$ cat src/rtl/neuron_accum_pkg.sv
// neuron_accum_pkg: shared widths, FSM state codes and helpers for the neuron accumulator.
package neuron_accum_pkg;
   localparam int DATA_W = 16;
   localparam int ACC_W = 32;
   localparam int N_IN = 8;
   localparam int LEAKY_SHIFT = 3;
   localparam int CNT_W = $clog2(N_IN + 1);
   localparam logic signed [ACC_W-1:0] SAT_MAX = ACC_W'((64'sd1 <<< (DATA_W - 1)) - 64'sd1);
   localparam logic signed [ACC_W-1:0] SAT_MIN = ~SAT_MAX;
   typedef enum logic [1:0] {IDLE = 2'd0, ACC = 2'd1, BIAS = 2'd2, ACT = 2'd3} state_t;
   function automatic logic signed [ACC_W-1:0] sext(input logic [DATA_W-1:0] v);
      return {{(ACC_W - DATA_W){v[DATA_W-1]}}, v};
   endfunction
endpackage

$ cat src/rtl/neuron_accum_if.sv
// neuron_accum_if: partial-sum input stream, activation output stream and status of the accumulator.
interface neuron_accum_if;
   import neuron_accum_pkg::*;
   logic in_valid;
   logic in_ready;
   logic signed [DATA_W-1:0] in_data;
   logic in_last;
   logic signed [DATA_W-1:0] bias;
   logic [4:0] cfg_shift;
   logic out_valid;
   logic out_ready;
   logic signed [DATA_W-1:0] out_data;
   logic ovf;
   logic ovf_clr;
   logic busy;
   modport master (
      output in_valid, in_data, in_last, bias, cfg_shift, out_ready, ovf_clr,
      input in_ready, out_valid, out_data, ovf, busy
   );
   modport slave (
      input in_valid, in_data, in_last, bias, cfg_shift, out_ready, ovf_clr,
      output in_ready, out_valid, out_data, ovf, busy
   );
endinterface

$ cat src/rtl/neuron_ofifo.sv
// neuron_ofifo: 2-entry first-word-fall-through FIFO; a push into a full FIFO succeeds when a pop happens in the same cycle.
module neuron_ofifo import neuron_accum_pkg::*; #(
   parameter int W = DATA_W
) (
   input  logic         clk,
   input  logic         rst,
   input  logic         push,
   input  logic [W-1:0] din,
   output logic         full,
   input  logic         pop,
   output logic [W-1:0] dout,
   output logic         empty
);
   logic [W-1:0] mem [2];
   logic wp, rp;
   logic [1:0] cnt;
   logic do_push, do_pop;
   assign empty = cnt == 2'd0;
   assign full = cnt == 2'd2;
   assign do_pop = pop && !empty;
   assign do_push = push && (!full || do_pop);
   assign dout = empty ? '0 : mem[rp];
   always_ff @(posedge clk or negedge rst) begin
      if (!rst) begin
         mem <= '{default: '0};
         wp <= 1'b0;
         rp <= 1'b0;
         cnt <= 2'd0;
      end else begin
         if (do_push) mem[wp] <= din;
         wp <= wp ^ do_push;
         rp <= rp ^ do_pop;
         cnt <= cnt + {1'b0, do_push} - {1'b0, do_pop};
      end
   end
endmodule

$ cat src/rtl/neuron_accum.sv
// neuron_accum: accumulates a neuron's partial sums plus bias, shifts, saturates and activates into an output FIFO.
// NEURON_LEAKY_RELU_EN selects leaky ReLU (negative >>> 3) instead of plain ReLU.
module neuron_accum import neuron_accum_pkg::*; (
   input logic clk,
   input logic rst,
   neuron_accum_if.slave bus
);
   state_t state, nxt;
   logic signed [ACC_W-1:0] acc;
   logic [CNT_W-1:0] cnt;
   logic [4:0] shift;
   logic ovf_r;
   logic xfer, close, full, empty, push_ok, hi, lo;
   logic signed [DATA_W-1:0] sat_v, act_v;
   assign bus.in_ready = state == IDLE || state == ACC;
   assign xfer = bus.in_valid && bus.in_ready;
   assign close = bus.in_last || (state == IDLE ? N_IN == 1 : cnt == CNT_W'(N_IN - 1));
   assign push_ok = state == ACT && (!full || (bus.out_ready && !empty));
   assign hi = acc > SAT_MAX;
   assign lo = acc < SAT_MIN;
   assign sat_v = hi ? SAT_MAX[DATA_W-1:0] : lo ? SAT_MIN[DATA_W-1:0] : acc[DATA_W-1:0];
`ifdef NEURON_LEAKY_RELU_EN
   assign act_v = sat_v[DATA_W-1] ? sat_v >>> LEAKY_SHIFT : sat_v;
`else
   assign act_v = sat_v[DATA_W-1] ? '0 : sat_v;
`endif
   assign bus.out_valid = !empty;
   assign bus.busy = state != IDLE || !empty;
   assign bus.ovf = ovf_r;
   always_comb begin
      nxt = state;
      unique case (state)
         IDLE, ACC: nxt = xfer ? (close ? BIAS : ACC) : state;
         BIAS: nxt = ACT;
         default: nxt = push_ok ? IDLE : ACT;
      endcase
   end
   // acc is reused to hold the shifted result between BIAS and ACT
   always_ff @(posedge clk or negedge rst) begin
      if (!rst) begin
         state <= IDLE;
         acc <= '0;
         cnt <= '0;
         shift <= '0;
         ovf_r <= 1'b0;
      end else begin
         state <= nxt;
         if (xfer) begin
            acc <= state == IDLE ? sext(bus.in_data) + sext(bus.bias) : acc + sext(bus.in_data);
            cnt <= state == IDLE ? CNT_W'(1) : cnt + 1'b1;
            if (state == IDLE) shift <= bus.cfg_shift;
         end else if (state == BIAS) begin
            acc <= acc >>> shift;
         end
         ovf_r <= (push_ok && (hi || lo)) ? 1'b1 : bus.ovf_clr ? 1'b0 : ovf_r;
      end
   end
   neuron_ofifo #(.W(DATA_W)) u_fifo (
      .clk(clk),
      .rst(rst),
      .push(state == ACT),
      .din(act_v),
      .full(full),
      .pop(bus.out_ready),
      .dout(bus.out_data),
      .empty(empty)
   );
endmodule

$ cat src/flat_wrapper.sv
// flat-port wrapper written by rule: the top's interface ports become plain ports
module neuron_accum_flat import neuron_accum_pkg::*;
  (clk, rst, bus_in_valid, bus_in_data, bus_in_last, bus_bias, bus_cfg_shift, bus_out_ready, bus_ovf_clr, bus_in_ready, bus_out_valid, bus_out_data, bus_ovf, bus_busy);
  neuron_accum_if bus_i ();
  input logic clk;
  input logic rst;
  input wire logic [$bits(bus_i.in_valid)-1:0] bus_in_valid;
  input wire logic [$bits(bus_i.in_data)-1:0] bus_in_data;
  input wire logic [$bits(bus_i.in_last)-1:0] bus_in_last;
  input wire logic [$bits(bus_i.bias)-1:0] bus_bias;
  input wire logic [$bits(bus_i.cfg_shift)-1:0] bus_cfg_shift;
  input wire logic [$bits(bus_i.out_ready)-1:0] bus_out_ready;
  input wire logic [$bits(bus_i.ovf_clr)-1:0] bus_ovf_clr;
  output wire logic [$bits(bus_i.in_ready)-1:0] bus_in_ready;
  output wire logic [$bits(bus_i.out_valid)-1:0] bus_out_valid;
  output wire logic [$bits(bus_i.out_data)-1:0] bus_out_data;
  output wire logic [$bits(bus_i.ovf)-1:0] bus_ovf;
  output wire logic [$bits(bus_i.busy)-1:0] bus_busy;
  assign bus_i.in_valid = bus_in_valid;
  assign bus_i.in_data = bus_in_data;
  assign bus_i.in_last = bus_in_last;
  assign bus_i.bias = bus_bias;
  assign bus_i.cfg_shift = bus_cfg_shift;
  assign bus_i.out_ready = bus_out_ready;
  assign bus_i.ovf_clr = bus_ovf_clr;
  assign bus_in_ready = bus_i.in_ready;
  assign bus_out_valid = bus_i.out_valid;
  assign bus_out_data = bus_i.out_data;
  assign bus_ovf = bus_i.ovf;
  assign bus_busy = bus_i.busy;
  neuron_accum u_core (.clk(clk), .rst(rst), .bus(bus_i));
endmodule
$ cat config.mk
export PLATFORM = sky130hd
export DESIGN_NAME = neuron_accum_flat
export DESIGN_NICKNAME = d
export VERILOG_FILES = /design/src/rtl/neuron_accum_pkg.sv /design/src/rtl/neuron_accum_if.sv /design/src/rtl/neuron_ofifo.sv /design/src/rtl/neuron_accum.sv /design/src/flat_wrapper.sv
export SDC_FILE = /design/constraint.sdc
export NUM_CORES = 1
export LEC_CHECK = 0
export ABC_AREA = 1
export BUFFER_PORTS_ARGS = -buffer_cell sky130_fd_sc_hd__buf_4
export CAP_MARGIN = 25
export CORE_MARGIN = 4
export CORE_UTILIZATION = 25
export CTS_BUF_LIST = sky130_fd_sc_hd__clkbuf_4 sky130_fd_sc_hd__clkbuf_8
export DETAILED_ROUTE_END_ITERATION = 12
export PLACE_DENSITY_LB_ADDON = 0.12
export SETUP_SLACK_MARGIN = 0.5
export SLEW_MARGIN = 15
export SYNTH_ARGS = -nofsm -noshare
export SYNTH_HDL_FRONTEND = slang
export SYNTH_SLANG_ARGS = --single-unit
$ cat constraint.sdc
create_clock -name clk -period 2.84 [get_ports clk]
set_clock_uncertainty 0.15 [all_clocks]
set_input_delay 0.568 -clock clk [delete_from_list [all_inputs] [get_ports clk]]
set_output_delay 0.568 -clock clk [all_outputs]
set_load 0.05 [all_outputs]
==> metrics.yaml <==
timing:
  fin_crit_sh_pct: 79.35
  drv_slew: 0
  tightestPinTransition_ps: 960.6
  relSlewSlack_pct: 35.73
  min_period_ps: 2253
  timing_hold_violations_final: 0
  fin_setup_tns_ps: 0
  setup_viol: 0
  rsz0062_at_grt: "true"
  fmax_mhz: 443.8
synthesis:
  yosysSeqAreaShare_pct: 21.97
  synthArstFlopShare_pct: 100.0
  ys_top_cells_by_area: "nand2_1 (28%), dfrtp_1 (22%), nand3_1 (10%), inv_1 (7.5%), ha_1 (7.2%)"
  syn_area_um2: 8886
  syn-num-nets: 1664
  synth_edf_count: 0
  yosys.cell_count.top_type: "nand2_1"
  avgSynthCellArea_um2: 5.667
  synth_top_area_cell: "nand2_1"
  synth.top_cell.area_share_pct: 27.63
  ys_ff_latch: 78
  yosys_warnings: 0
  synthFlopType: "dfrtp_1"
  synth_common_cells: "nand2_1 (654), nand3_1 (184), inv_1 (178), a21oi_1 (101), nor2_1 (85)"
  yosysUniqueCellTypes: 42
  postSynthCellCount: 1568
placement:
  place_congestion: 0.8674
  placed_area_um2: 9920
  numPortBuffers: 61
  dpl.hpwl_um: 27090
critical_path:
  cpPeakStageDelay_ps: 430
  crit_cells: 12
  crit_arrival_ps: 2390
  timing.rr.end: "u_core.acc[28]$_DFFE_PN0P_"
  cp_num_buf_inv: 0
  path_cells: "ha_4 -> fa_2 -> nand3_2 -> nand3_4 -> nand3_1 -> nand3_2 -> nand2_1 -> nand3_1 -> nand3_1 -> nand2_2 -> nand2_1 -> nand2_1"
  start_kind: "flip-flop"
  cp-endpoint: "u_core.acc[28]$_DFFE_PN0P_"
  crit_slowest_cell: "dfrtp_1"
  cp-startpoint: "u_core.acc[0]$_DFFE_PN0P_"
  path_class: "reg -> reg"
  crit_required_ps: 2980
  reg2reg_slack_ps: 590
  cpLargestDelayFamily: "simple AND/OR/NAND/NOR gates"
  worstPathMaxFanout: 4
  r2r_cells: 12
  cp-end-kind: "flip-flop"
  worstReg2RegStart: "u_core.acc[0]$_DFFE_PN0P_"
final_layout:
  final_util_pct: 30.72
  drive_above_1_share_pct: 15.94
  fin_nets: 1722
  final_area_um2: 10690
  antenna_cells: 0
  fill_cells: 3969
  syn2layout_area_growth_pct: 20.32
global_routing:
  grt_pass1_vias: 9446
  grt_pass1_wl_um: 53520
  grt-ovfl-total: 0
  grt_usage_pct: 17.39
  grt_max_degree: 44
  antenna_found_initial: 0
die:
  num_io_pins: 63
  num_rows: 68
  dieArea_um2: 38620
  core_um2: 34800
  dieHeight_um: 196.5
  start_util_pct: 25.54
  die_w_um: 196.5
clock_tree:
  path_clk_slew_ps: 110
  cts_tree: "yes"
  clock_sinks: 78
  cts-root-buf: "clkbuf_8"
  cts_made_buffers: 9
  clk_latency_ps: 380
  htree_levels: 3
  cts_hold_buf: 0
  cts_buffer_depth: 2
drt:
  post_drt_via_cell_ratio: 4.758
  vias: 9925
  drt_wl_total_um: 34430
  drt-wirelength-per-cell_um: 16.50
  dr.pass1.iters: 5
  route.detailed.drc: 0
  first_iter_violations: 604
  ant_nets: 0
flow_run:
  max-cap-violations: 0
hold_path:
  hold_path.class: "in -> async"
pwr:
  p_leak_nw: 5.598
  peakVddDrop_mv: 0.5879
  p_total_mw: 13.67
  power_density_nw_per_um2: 1279
outcome:
  status: "finished clean"
[where the power goes]
group | internal (mW) | switching (mW) | leakage, nW
Sequential | 1.69 | 0.706 | 0.937
Clock | 0.339 | 0.524 | 0.0943
Combinational | 3.51 | 6.90 | 4.57
[registers in the layout (all words and copies together) (netlist names)]
signal             count
u_core.u_fifo.mem     30
u_core.u_fifo.cnt      2
u_core.cnt             4
u_core.shift           5
u_core.u_fifo.wp       1
u_core.u_fifo.rp       1
u_core.state           2
u_core.bus.ovf         1
u_core.acc            32
[cells by family after synthesis]
kind of cell               share of synthesized area (%)
buffers and inverters                              11.31
other                                            0.04220
DFF                                                21.97
xor gates and xnor gates                           1.084
adders and majority gates                          7.632
and+or+nand+nor                                    46.38
AOI/OAI and AO/OA                                  11.48
muxes                                             0.1126
[worst min path at each step]
stage / startpoint / endpoint / cells after the start
finish: rst / u_core.cnt[1]$_DFFE_PN0P_ / 1
global route: rst / u_core.cnt[1]$_DFFE_PN0P_ / 1
CTS: rst / u_core.cnt[0]$_DFFE_PN0P_ / 1
detailed placement: u_core.cnt[3]$_DFFE_PN0P_ / u_core.cnt[3]$_DFFE_PN0P_ / 1
global placement: u_core.cnt[3]$_DFFE_PN0P_ / u_core.cnt[3]$_DFFE_PN0P_ / 1
floorplan: rst / u_core.acc[0]$_DFFE_PN0P_ / 0
[layer usage]
metal	vias to the layer above	GRT usage, %	wire length (µm)
li1	5115	-	-
met1	4559	24.36	16650
met5	-	0	0
met2	213	28.77	15830
met4	0	4.267	620
met3	38	1.880	1322
[layout make-up]
cell class | instances | area, µm² | area share [%]
tap | 455 | 569.3 | 5.325
sequential | 78 | 1978 | 18.50
inverter | 188 | 713.2 | 6.671
multi-input combinational | 1245 | 6377 | 59.65
timing repair buffer | 104 | 864.6 | 8.087
clock inverter | 7 | 65.06 | 0.6085
clock buffer | 9 | 123.9 | 1.159
[cells in the final DEF, fill, tap and decap left out, drive strengths merged]
| cell | n |
|---|---|
| o211ai | 13 |
| conb | 1 |
| o21ai | 68 |
| xnor2 | 4 |
| a21o | 1 |
| nand4 | 9 |
| and2 | 5 |
| mux2i | 1 |
| inv | 190 |
| nand2 | 671 |
| o21a | 1 |
| o21bai | 2 |
| o22ai | 2 |
| buf | 103 |
| a31oi | 3 |
| fa | 2 |
| dfrtp | 78 |
| nor3 | 6 |
| a21oi | 102 |
| or2 | 4 |
| nor4 | 5 |
| xor2 | 7 |
| nand3b | 11 |
| nor2 | 87 |
| clkinv | 4 |
| clkbuf | 10 |
| clkinvlp | 1 |
| nand3 | 188 |
| ha | 51 |
| and3 | 1 |
[metrics by stage]
step | instances | worst slack (ps) | hold WS (ps)
after floorplan | 1568 | 444.6 | 122.4
after global placement | 2057 | 104.1 | 312.4
after detailed placement | 2057 | 98.35 | 316.5
after CTS | 2076 | 502.6 | 8.751
after global routing | 2086 | 475.7 | 23.02
final | 2086 | 586.5 | 0.6106
[what timing repair did]
item	in CTS	in global routing
endpoints found under the setup margin	34	30
gates cloned	0	2
gates resized for setup	22	94
setup buffers	3	8
pin swaps	2	13
No activity file was read; power rests on OpenSTA's default activity.
